$ cat src/rtl/hazard_unit.sv
// Pipeline hazard unit: load-use stall FSM, taken-branch flush, EX operand
// forwarding selects and a saturating stall-cycle performance counter.
module hazard_unit #(
  parameter int REG_AW     = 5,
  parameter int LOAD_STALL = 1,
  parameter int CNT_W      = 16
) (
  input  logic              clk,
  input  logic              rst,
  input  logic [REG_AW-1:0] id_rs1,
  input  logic [REG_AW-1:0] id_rs2,
  input  logic              id_rs1_used,
  input  logic              id_rs2_used,
  input  logic [REG_AW-1:0] ex_rs1,
  input  logic [REG_AW-1:0] ex_rs2,
  input  logic [REG_AW-1:0] ex_rd,
  input  logic              ex_mem_read,
  input  logic              ex_branch_taken,
  input  logic [REG_AW-1:0] mem_rd,
  input  logic [REG_AW-1:0] wb_rd,
  input  logic              mem_reg_write,
  input  logic              wb_reg_write,
  input  logic              perf_clr,
  output logic              stall,
  output logic              flush_ifid,
  output logic              flush_idex,
  output logic [1:0]        fwd_a,
  output logic [1:0]        fwd_b,
  output logic [CNT_W-1:0]  stall_cycles
);

  typedef enum logic {IDLE, HOLD} state_t;

  // The hazard cycle itself is the first stall cycle, so HOLD covers the rest.
  localparam logic [3:0] HOLD_INIT = 4'(LOAD_STALL - 1);

  state_t           state_q, state_d;
  logic [3:0]       cnt_q, cnt_d;
  logic [CNT_W-1:0] stall_cycles_q, stall_cycles_d;
  logic             hz;

  assign hz = ex_mem_read && (ex_rd != '0) &&
              ((id_rs1_used && (id_rs1 == ex_rd)) ||
               (id_rs2_used && (id_rs2 == ex_rd)));

  always_comb begin
    state_d    = state_q;
    cnt_d      = cnt_q;
    stall      = 1'b0;
    flush_ifid = 1'b0;
    flush_idex = 1'b0;
    if (ex_branch_taken) begin
      // A redirect makes the stalled instruction in ID dead anyway.
      flush_ifid = 1'b1;
      flush_idex = 1'b1;
      state_d    = IDLE;
      cnt_d      = 4'd0;
    end else begin
      case (state_q)
        IDLE: begin
          stall      = hz;
          flush_idex = hz;
          if (hz && (LOAD_STALL > 1)) begin
            state_d = HOLD;
            cnt_d   = HOLD_INIT;
          end
        end
        HOLD: begin
          stall      = 1'b1;
          flush_idex = 1'b1;
          cnt_d      = cnt_q - 4'd1;
          if (cnt_q == 4'd1) state_d = IDLE;
        end
        default: begin
          state_d = IDLE;
          cnt_d   = 4'd0;
        end
      endcase
    end
  end

  always_comb begin
    stall_cycles_d = stall_cycles_q;
    if (perf_clr)
      stall_cycles_d = '0;
    else if (stall && !(&stall_cycles_q))
      stall_cycles_d = stall_cycles_q + 1'b1;
  end

  always_ff @(posedge clk or posedge rst) begin
    if (rst) begin
      state_q        <= IDLE;
      cnt_q          <= 4'd0;
      stall_cycles_q <= '0;
    end else begin
      state_q        <= state_d;
      cnt_q          <= cnt_d;
      stall_cycles_q <= stall_cycles_d;
    end
  end

  assign stall_cycles = stall_cycles_q;

  // MEM holds the younger result, so it wins over WB.
  always_comb begin
    fwd_a = 2'b00;
    if (mem_reg_write && (mem_rd != '0) && (mem_rd == ex_rs1))
      fwd_a = 2'b10;
    else if (wb_reg_write && (wb_rd != '0) && (wb_rd == ex_rs1))
      fwd_a = 2'b01;
  end

  always_comb begin
    fwd_b = 2'b00;
    if (mem_reg_write && (mem_rd != '0) && (mem_rd == ex_rs2))
      fwd_b = 2'b10;
    else if (wb_reg_write && (wb_rd != '0) && (wb_rd == ex_rs2))
      fwd_b = 2'b01;
  end

endmodule

$ cat config.mk
export PLATFORM = sky130hd
export DESIGN_NAME = hazard_unit
export DESIGN_NICKNAME = d
export VERILOG_FILES = /design/src/rtl/hazard_unit.sv
export SDC_FILE = /design/constraint.sdc
export NUM_CORES = 1
export LEC_CHECK = 0
export ABC_AREA = 0
export BUFFER_PORTS_ARGS = -buffer_cell sky130_fd_sc_hd__buf_2
export CORE_ASPECT_RATIO = 1.25
export CORE_MARGIN = 5
export CORE_UTILIZATION = 50
export CTS_CLUSTER_SIZE = 10
export DETAILED_ROUTE_END_ITERATION = 8
export PLACE_DENSITY = 0.86
export SYNTH_ARGS = -nofsm -noshare
export SYNTH_HDL_FRONTEND = slang
export SYNTH_SLANG_ARGS = --single-unit
$ cat constraint.sdc
create_clock -name clk -period 4.6 [get_ports clk]
set_input_delay 0 -clock clk [delete_from_list [all_inputs] [get_ports clk]]
set_output_delay 0 -clock clk [all_outputs]
set_load 0.005 [all_outputs]
==> results of run 1 <==
[path summary, 6_finish.rpt]
path                            startpoint                to  slack [ns]  cells after the start
setup / recovery           stall_cycles[0]   stall_cycles[9]        2.37                      6
hold / removal                    perf_clr   stall_cycles[0]        0.06                      2
setup reg to reg           stall_cycles[0]   stall_cycles[9]        2.37                      6
hold reg to reg                   cnt_q[3]          cnt_q[3]        0.56                      2
max in group asynchronous              rst  stall_cycles[11]        3.72                      3
min in group asynchronous              rst          cnt_q[0]        0.38                      3
[cell families after synthesis]
group	Yosys count	synth area share
compound gates	31	0.131
fa+ha+maj	3	0.0244
buf+inv	16	0.0422
xor+xnor	36	0.205
mux	3	0.0211
simple gates	65	0.236
flops	21	0.341
[layout by cell type (no fill, tap or decap), types with 2 or more instances in the layout]
master / synthesis / layout
nor2_1: 14 / 14
and2_1: 2 / 2
xor2_1: 16 / 16
a211oi_1: 3 / 3
or4_1: 9 / 9
nand2_1: 7 / 7
dlygate4sd3_1: 0 / 2
nand3_1: 9 / 9
and4_4: 2 / 2
nand4_1: 4 / 4
ha_1: 3 / 3
a21oi_1: 9 / 9
buf_2: 1 / 66
inv_1: 10 / 10
nor4_1: 7 / 7
dfrtp_1: 21 / 21
and3_1: 2 / 2
o21ai_0: 6 / 6
o31ai_1: 4 / 4
or3_1: 5 / 5
clkbuf_4: 0 / 3
mux2_2: 2 / 2
xnor2_1: 20 / 20
[report_power, final]
| group | total [mW] | switching (mW) | internal (mW) | leakage (nW) |
|---|---|---|---|---|
| Combinational | 0.0696 | 0.0356 | 0.0340 | 0.595 |
| Sequential | 0.185 | 0.000127 | 0.185 | 0.294 |
| Clock | 0.0916 | 0.0591 | 0.0325 | 0.0177 |
| Total | 0.346 | 0.0949 | 0.251 | 0.906 |
[area by class of cell]
cell class | instances | area (um2)
Clock buffer | 3 | 22.5
Clock inverter | 1 | 5.00
Fill cell | 275 | 1010
Inverter | 10 | 37.5
Multi-Input combinational cell | 138 | 950
Sequential cell | 21 | 526
Tap cell | 36 | 45.0
Timing Repair Buffer | 68 | 350
[per-stage QoR]
step / setup WS (ns) / cell area, um2
after detailed placement: 2.39 / 1890
after CTS: 2.36 / 1940
final: 2.37 / 1940
after global routing: 2.19 / 1940
after floorplan: 2.65 / 1540
after global placement: 2.45 / 1890
[worst register-to-register path: stages (launching register included)]
cell and delay (ns):
dfrtp_1 0.44, ha_1 0.26, and4_4 0.20, a221oi_2 0.34, nand2_2 0.26, or4_1 0.52
a21oi_1 0.15
[state kept, by name, summed over array words and instances (netlist names)]
signal and count:
cnt_q 4, state_q 1, stall_cycles 16
[metal layers]
metal  share of wire  vias up  global-route usage
met5               0        -                   0
met2            0.52       47               0.325
met4           0.015        0              0.0591
met1            0.39      676               0.229
met3           0.075        5              0.0356
li1                -      767                   -
==> flow_summary.json, run 1 <==
{
  "outcome": "complete, no violations",
  "final_core_util": 0.657,
  "drt-wirelength-per-cell_um": 13.9,
  "hold_viol_final": 0,
  "holdWs_ns": 0.0606,
  "grt_use_total": 0.187,
  "synth_area_leader_cell": "dfrtp_1",
  "drt_pass1_iterations": 4,
  "antenna_found_initial": 0,
  "critPathKind": "register to register",
  "critPathSlowestCell": "or4_1",
  "synthTopCellsByArea": "dfrtp_1 (34%), xnor2_1 (11%), xor2_1 (9.1%)",
  "n_antenna_cell": 0,
  "rows": 22,
  "arrival_ns": 2.47,
  "routed_wl_mm": 3.86,
  "crit_chain": "ha_1, and4_4, a221oi_2, nand2_2, or4_1, a21oi_1",
  "clk_latency_ns": 0.31,
  "maxCapViolCount": 0,
  "synth.avg_cell_area_um2": 8.80,
  "gp_congestion": 0.819,
  "dieHeight_um": 72.1,
  "grt_pass1_vias": 1435,
  "slowest_delay_ns": 0.52,
  "io_pins": 67,
  "synthDistinctLibCells": 38,
  "critical_path_buf_inv_count": 0,
  "period_share": 0.485,
  "vias": 1495,
  "clock.fmax_mhz": 448,
  "yosysMostFrequentCell": "dfrtp_1",
  "drcViolationCount": 0,
  "synthTopCellsByCount": "dfrtp_1 (21), xnor2_1 (20), xor2_1 (16)",
  "stdcell_count": 277,
  "grt_first_pass_wirelength_mm": 6.31,
  "dp_hpwl_mm": 3.13,
  "die-area_um2": 4300,
  "fin_nets": 289,
  "final.min_clock_period_ns": 2.23,
  "syn_nets": 222,
  "drtIter0Drc": 44,
  "clock-root-buffer": "clkbuf_4",
  "drive_above_1_share": 0.320,
  "cp_max_fo": 17,
  "setup_viol": 0,
  "initial_utilization": 0.523,
  "finalSetupTns_ns": 0,
  "fin_skew_ns": 0.00132,
  "tritoncts": "built",
  "critPathLaunchType": "register",
  "syn_area_um2": 1540,
  "max-slew-margin-rel": 0.456,
  "portBuffers": 66,
  "post-cts-setup-buffer-count": 0,
  "ant_nets": 0,
  "cts_buffers": 3,
  "cts_resized": 0,
  "area_growth_syn_to_layout_pct": 25.7,
  "core_um2": 2950,
  "synth_flop_cell": "dfrtp_1",
  "endpoint_kind": "register",
  "yosysSeqAreaShare": 0.341,
  "worstMarginPinSlew_ns": 0.815,
  "synthArstFlopShare": 1.00,
  "synthCells": 175,
  "hold_buffers": 2,
  "final_max_slew_viol_count": 0,
  "ir_worst_vdd_mv": 0.119,
  "cp.required_ns": 4.84,
  "power_mw": 0.346,
  "synth_top_area_share": 0.341,
  "power_density_nw_per_um2": 179,
  "hp-class": "primary input to register",
  "place_inst": 271,
  "overflow": 0,
  "crit_family": "simple AND/OR/NAND/NOR gates",
  "die_w_um": 59.6,
  "ys_seq_elements": 21,
  "cts.sinks": 21,
  "synth_edf_count": 0,
  "vias_per_cell": 5.40,
  "cts_buffer_depth": 2,
  "h-tree-depth": 1,
  "yosysWarnings": 0,
  "grt_max_degree": 22,
  "clkTransAtPathRegs_ns": 0.12,
  "rsz0062_at_grt": "no",
  "leakagePower_nw": 0.906
}
Power figures use the tool's default switching activity.
==> run 2, diff against run 1 <==
==> config.mk (replaced) <==
export PLATFORM = sky130hd
export DESIGN_NAME = hazard_unit
export DESIGN_NICKNAME = d
export VERILOG_FILES = /design/src/rtl/hazard_unit.sv
export SDC_FILE = /design/constraint.sdc
export NUM_CORES = 1
export LEC_CHECK = 0
export ABC_AREA = 1
export BUFFER_PORTS_ARGS = -buffer_cell sky130_fd_sc_hd__buf_2
export CORE_ASPECT_RATIO = 1.25
export CORE_MARGIN = 5
export CORE_UTILIZATION = 45
export CTS_CLUSTER_SIZE = 10
export DETAILED_ROUTE_END_ITERATION = 8
export PLACE_DENSITY = 0.79
export SYNTH_ARGS = -nofsm -noshare
export SYNTH_HDL_FRONTEND = slang
export SYNTH_SLANG_ARGS = --single-unit
==> constraint.sdc (replaced) <==
create_clock -name clk -period 2.05 [get_ports clk]
set_input_delay 0 -clock clk [delete_from_list [all_inputs] [get_ports clk]]
set_output_delay 0 -clock clk [all_outputs]
set_load 0.005 [all_outputs]
==> flow_summary.json, run 2 <==
{
  "dp_hpwl_mm": 3.53,
  "hp-class": "primary input to register",
  "syn_area_um2": 1810,
  "yosysMostFrequentCell": "nand2_1",
  "largest_reg_flops": 16,
  "pre_cts_slack_ns": 0.218,
  "outcome": "complete, no violations",
  "hold_end": "cnt_q[1]",
  "maxCapViolCount": 0,
  "synth.avg_cell_area_um2": 6.66,
  "p_int_mw": 0.651,
  "fin_ws_ns": 0.223,
  "rows": 25,
  "slowest_delay_ns": 0.41,
  "critPathKind": "register to register",
  "initial_utilization": 0.471,
  "portBuffers": 66,
  "grt_pass1_vias": 1818,
  "yosysWarnings": 0,
  "overflow": 0,
  "leakagePower_nw": 1.23,
  "combPwrFrac": 0.224,
  "h-tree-depth": 1,
  "finalSetupTns_ns": 0,
  "stdcell_count": 392,
  "fin_skew_ns": 0.00156,
  "ir_worst_vdd_mv": 0.381,
  "grt_use_total": 0.172,
  "worstMarginPinSlew_ns": 0.816,
  "cts_buffer_depth": 2,
  "vias_per_cell": 4.79,
  "clock.fmax_mhz": 547,
  "critPathLaunchType": "register",
  "power.sequential.fraction": 0.480,
  "endpoint_kind": "register",
  "r2r_slack_ns": 0.22,
  "power_mw": 0.901,
  "swShare": 0.278,
  "routed_wl_mm": 4.42,
  "synth_flop_cell": "dfrtp_1",
  "hold_depth": 4,
  "synthTopCellsByCount": "nand2_1 (84), nor2_1 (35), inv_1 (26)",
  "crit_chain": "ha_1, nand3_2, nor3_4, nand2_2, nor2_2, nand3_2, nand3_4, nand2_4, nand2_1, nand2_1",
  "ys_seq_elements": 21,
  "vias": 1876,
  "reg2reg_depth": 10,
  "cts_buffers": 3,
  "period_share": 0.891,
  "grt_max_degree": 22,
  "n_antenna_cell": 0,
  "final_max_slew_viol_count": 0,
  "synth_edf_count": 0,
  "rsz0062_at_grt": "no",
  "synthCells": 272,
  "r2r-start": "stall_cycles[0]",
  "cts.sinks": 21,
  "arrival_ns": 1.98,
  "setup_viol": 0,
  "cp.required_ns": 2.20,
  "clkTransAtPathRegs_ns": 0.07,
  "power_density_nw_per_um2": 407,
  "hold_viol_final": 0,
  "clock-root-buffer": "clkbuf_8",
  "holdWs_ns": 0.0635,
  "hold_start": "ex_branch_taken",
  "critPathSlowestCell": "dfrtp_1",
  "cts_resized": 0,
  "grt_first_pass_wirelength_mm": 7.47,
  "tritoncts": "built",
  "clk_latency_ns": 0.26,
  "hold_buffers": 1,
  "fin_nets": 386,
  "final.min_clock_period_ns": 1.83,
  "max-slew-margin-rel": 0.455,
  "core_um2": 3850,
  "drt-wirelength-per-cell_um": 11.3,
  "gp_congestion": 0.831,
  "rr_endpoint": "stall_cycles[1]",
  "antenna_found_initial": 0,
  "dieHeight_um": 80.9,
  "layout_commonest_cell": "nand2_1",
  "ant_nets": 0,
  "die_w_um": 66.8,
  "post-cts-setup-buffer-count": 0,
  "drt_pass1_iterations": 4,
  "synth_top_area_share": 0.290,
  "cp_max_fo": 15,
  "area_growth_syn_to_layout_pct": 22.2,
  "drtIter0Drc": 57,
  "die-area_um2": 5400,
  "drcViolationCount": 0,
  "fill_cells": 402,
  "place_inst": 387,
  "synthDistinctLibCells": 31,
  "drive_above_1_share": 0.260,
  "synth_area_leader_cell": "dfrtp_1",
  "synthTopCellsByArea": "dfrtp_1 (29%), nand2_1 (17%), xor2_1 (8.2%)",
  "io_pins": 67,
  "final_cell_mix": "nand2_1 (84), buf_2 (66), nor2_1 (35), inv_1 (26), nand3_1 (22)",
  "power.share.clock": 0.296,
  "p_switching_mw": 0.251,
  "yosysSeqAreaShare": 0.290,
  "synthArstFlopShare": 1.00,
  "syn_nets": 319
}
[run 2: cell type report]
class | count | area (um2) | area share
Multi-Input combinational cell | 210 | 1090 | 0.494
Sequential cell | 21 | 526 | 0.237
Timing Repair Buffer | 68 | 348 | 0.157
Inverter | 35 | 134 | 0.0605
Tap cell | 54 | 67.6 | 0.0305
Clock buffer | 4 | 45.0 | 0.0203
[run 2: power groups by stage]
stage	Combinational, mW	Clock, mW	Sequential (mW)
6_report	0.202	0.267	0.432
5_1_grt	0.228	0.295	0.434
4_1_cts	0.204	0.279	0.432
3_5_place_dp	0.202	0	0.440
3_3_place_gp	0.199	0	0.439
2_1_floorplan	0.117	0	0.440
[run 2: worst max path at each step]
| stage | from | endpoint | slack [ns] |
|---|---|---|---|
| floorplan | stall_cycles[0] | stall_cycles[3] | 0.34 |
| global placement | stall_cycles[0] | stall_cycles[14] | 0.29 |
| detailed placement | stall_cycles[0] | stall_cycles[1] | 0.22 |
| CTS | stall_cycles[0] | stall_cycles[1] | 0.21 |
| global route | stall_cycles[0] | stall_cycles[6] | 0.02 |
| finish | stall_cycles[0] | stall_cycles[1] | 0.22 |
[run 2: per-layer routing]
metal,vias up,wire [um],share of wire,GRT usage
met3,7,428,0.097,0.0318
met1,815,1760,0.40,0.184
li1,982,-,-,-
met2,72,2170,0.49,0.333
met5,-,0,0,0
met4,0,57,0.013,0.0508
[run 2: critical path, delay by kind of cell (launching register included)]
kind | cells | cell delay, ns
adder cells (fa/ha/maj) | 1 | 0.22
flip-flops | 1 | 0.41
AND/OR/NAND/NOR | 9 | 1.07
[run 2: logic make-up (layout without fill, tap and decap cells)]
family | after synthesis | after routing | synth area share
buf+inv | 41 | 107 | 0.106
xor+xnor | 29 | 29 | 0.140
compound gates | 11 | 11 | 0.0338
flops | 21 | 21 | 0.290
simple gates | 167 | 167 | 0.410
fa+ha+maj | 3 | 3 | 0.0207
[run 2: stage by stage]
step / util / area (um2)
after global placement: 0.561 / 2160
after floorplan: - / 1810
after detailed placement: 0.561 / 2160
after CTS: 0.576 / 2210
final: 0.576 / 2210
after global routing: 0.576 / 2210
==> run 3, diff against run 2 <==
--- a/config.mk
+++ b/config.mk
@@ -12,7 +12,7 @@
 export CORE_UTILIZATION = 45
 export CTS_CLUSTER_SIZE = 10
 export DETAILED_ROUTE_END_ITERATION = 8
-export PLACE_DENSITY = 0.79
+export PLACE_DENSITY = 0.81
 export SYNTH_ARGS = -nofsm -noshare
 export SYNTH_HDL_FRONTEND = slang
 export SYNTH_SLANG_ARGS = --single-unit
==> flow_summary.json, run 3 (synthesis results as in run 2) <==
{
  "area_growth_syn_to_layout_pct": 22.7,
  "grt_max_degree": 22,
  "die-area_um2": 5400,
  "endpoint_kind": "register",
  "drcViolationCount": 0,
  "crit_family": "simple AND/OR/NAND/NOR gates",
  "period_share": 0.913,
  "swShare": 0.282,
  "power_density_nw_per_um2": 408,
  "initial_utilization": 0.471,
  "drt-wirelength-per-cell_um": 11.6,
  "placed_cell_area_um2": 2160,
  "grt_use_total": 0.167,
  "highest_layer": "met4",
  "ant_nets": 0,
  "leakagePower_nw": 1.23,
  "final_cell_mix": "nand2_1 (84), buf_2 (66), nor2_1 (35), inv_1 (26), nand3_1 (22)",
  "final_max_slew_viol_count": 0,
  "setup_viol": 0,
  "crit_chain": "ha_1, nand3_2, nor3_4, nand2_2, nor2_2, nand3_2, nand3_4, nand2_4, nand2_1, nand2_1",
  "core_um2": 3850,
  "drive_above_1_share": 0.263,
  "critical_path_buf_inv_count": 0,
  "fin_ws_ns": 0.178,
  "clk_latency_ns": 0.26,
  "r2r_slack_ns": 0.18,
  "overflow": 0,
  "cts_resized": 0,
  "vias_per_cell": 4.92,
  "finalSetupTns_ns": 0,
  "grt_first_pass_wirelength_mm": 7.31,
  "dp_hpwl_mm": 3.52,
  "cp_max_fo": 15,
  "pre_cts_slack_ns": 0.171,
  "outcome": "complete, no violations",
  "drtIter0Drc": 52,
  "hold_viol_final": 0,
  "power.sequential.fraction": 0.477,
  "tritoncts": "built",
  "critPathSlowestCell": "dfrtp_1",
  "dr_wl_met3_um": 426,
  "final.min_clock_period_ns": 1.87,
  "dieHeight_um": 80.9,
  "maxCapViolCount": 0,
  "clkTransAtPathRegs_ns": 0.08,
  "slowest_delay_ns": 0.42,
  "arrival_ns": 2.02,
  "power.share.clock": 0.300,
  "layout_commonest_cell": "nand2_1",
  "drt_pass1_iterations": 4,
  "vias": 1935,
  "portBuffers": 66,
  "met1Wirelength_mm": 1.81,
  "wl_met2_mm": 2.28,
  "clock-root-buffer": "clkbuf_8",
  "die_w_um": 66.8,
  "p_switching_mw": 0.256,
  "cp.required_ns": 2.20,
  "max-slew-margin-rel": 0.471,
  "grt_pass1_vias": 1812,
  "cts_buffer_depth": 2,
  "gp_congestion": 0.847,
  "fin_nets": 387,
  "clock.fmax_mhz": 534,
  "ir_worst_vdd_mv": 0.382,
  "largest_reg_flops": 16,
  "hp-class": "primary input to register",
  "fin_area_um2": 2220,
  "io_pins": 67,
  "cts_buffers": 3,
  "critPathLaunchType": "register",
  "rows": 25,
  "fin_skew_ns": 0.00831,
  "n_antenna_cell": 0,
  "combPwrFrac": 0.223,
  "cts.sinks": 21,
  "h-tree-depth": 1,
  "worstMarginPinSlew_ns": 0.793,
  "critPathKind": "register to register",
  "routed_wl_mm": 4.56,
  "rsz0062_at_grt": "no",
  "p_int_mw": 0.651,
  "antenna_found_initial": 0
}
==> run 3: cell types whose count changed in the layout (fill, tap and decap cells not counted), sizes merged <==
cell  previous run  this run
buf             67        68
==> run 3: timing repair <==
item	in CTS	in global routing
endpoints found under the setup margin	0	6
hold buffers	1	0
endpoints found under the hold margin	21	0
buffers inserted	0	1
==> run 3: power groups by stage <==
stage / combinational, mW / clock [mW] / sequential [mW]
2_1_floorplan: 0.117 / 0 / 0.440
3_3_place_gp: 0.198 / 0 / 0.439
3_5_place_dp: 0.202 / 0 / 0.440
4_1_cts: 0.205 / 0.278 / 0.432
5_1_grt: 0.227 / 0.298 / 0.434
6_report: 0.202 / 0.272 / 0.432
==> run 3: final timing paths <==
kind,startpoint,end,depth (start not counted)
max,stall_cycles[0],stall_cycles[5],10
min in group asynchronous,rst,stall_cycles[7],3
max reg2reg,stall_cycles[0],stall_cycles[5],10
min reg2reg,cnt_q[1],cnt_q[1],2
min,ex_branch_taken,cnt_q[0],4
max in group asynchronous,rst,state_q,3
==> run 3: routing by layer <==
layer | up-vias | track usage
met5 | - | 0
met4 | 0 | 0.0488
met3 | 5 | 0.0235
met2 | 82 | 0.320
met1 | 864 | 0.187
li1 | 984 | -
==> run 3: tightest hold or removal path, stage by stage <==
cell	delay, ns
buf_2	0.10
nor2_1	0.06
nand2_1	0.05
o21ai_0	0.07
==> run 3: cell type report <==
cell class / instances / area [um2]
inverter: 35 / 134
multi-input combinational: 210 / 1090
sequential: 21 / 526
tap: 54 / 67.6
clock buffer: 4 / 45.0
timing repair buffer: 69 / 355
fill: 377 / 1630
==> run 3: metrics by stage <==
step                utilization  std cells  hold WS [ns]  total power [mW]
finish                    0.578        393        0.0607             0.907
global placement          0.561        387         0.177             0.638
floorplan                     -        272       -0.0235             0.557
detailed placement        0.561        387         0.189             0.643
CTS                       0.576        392        0.0675             0.914
global route              0.578        393        0.0826             0.959
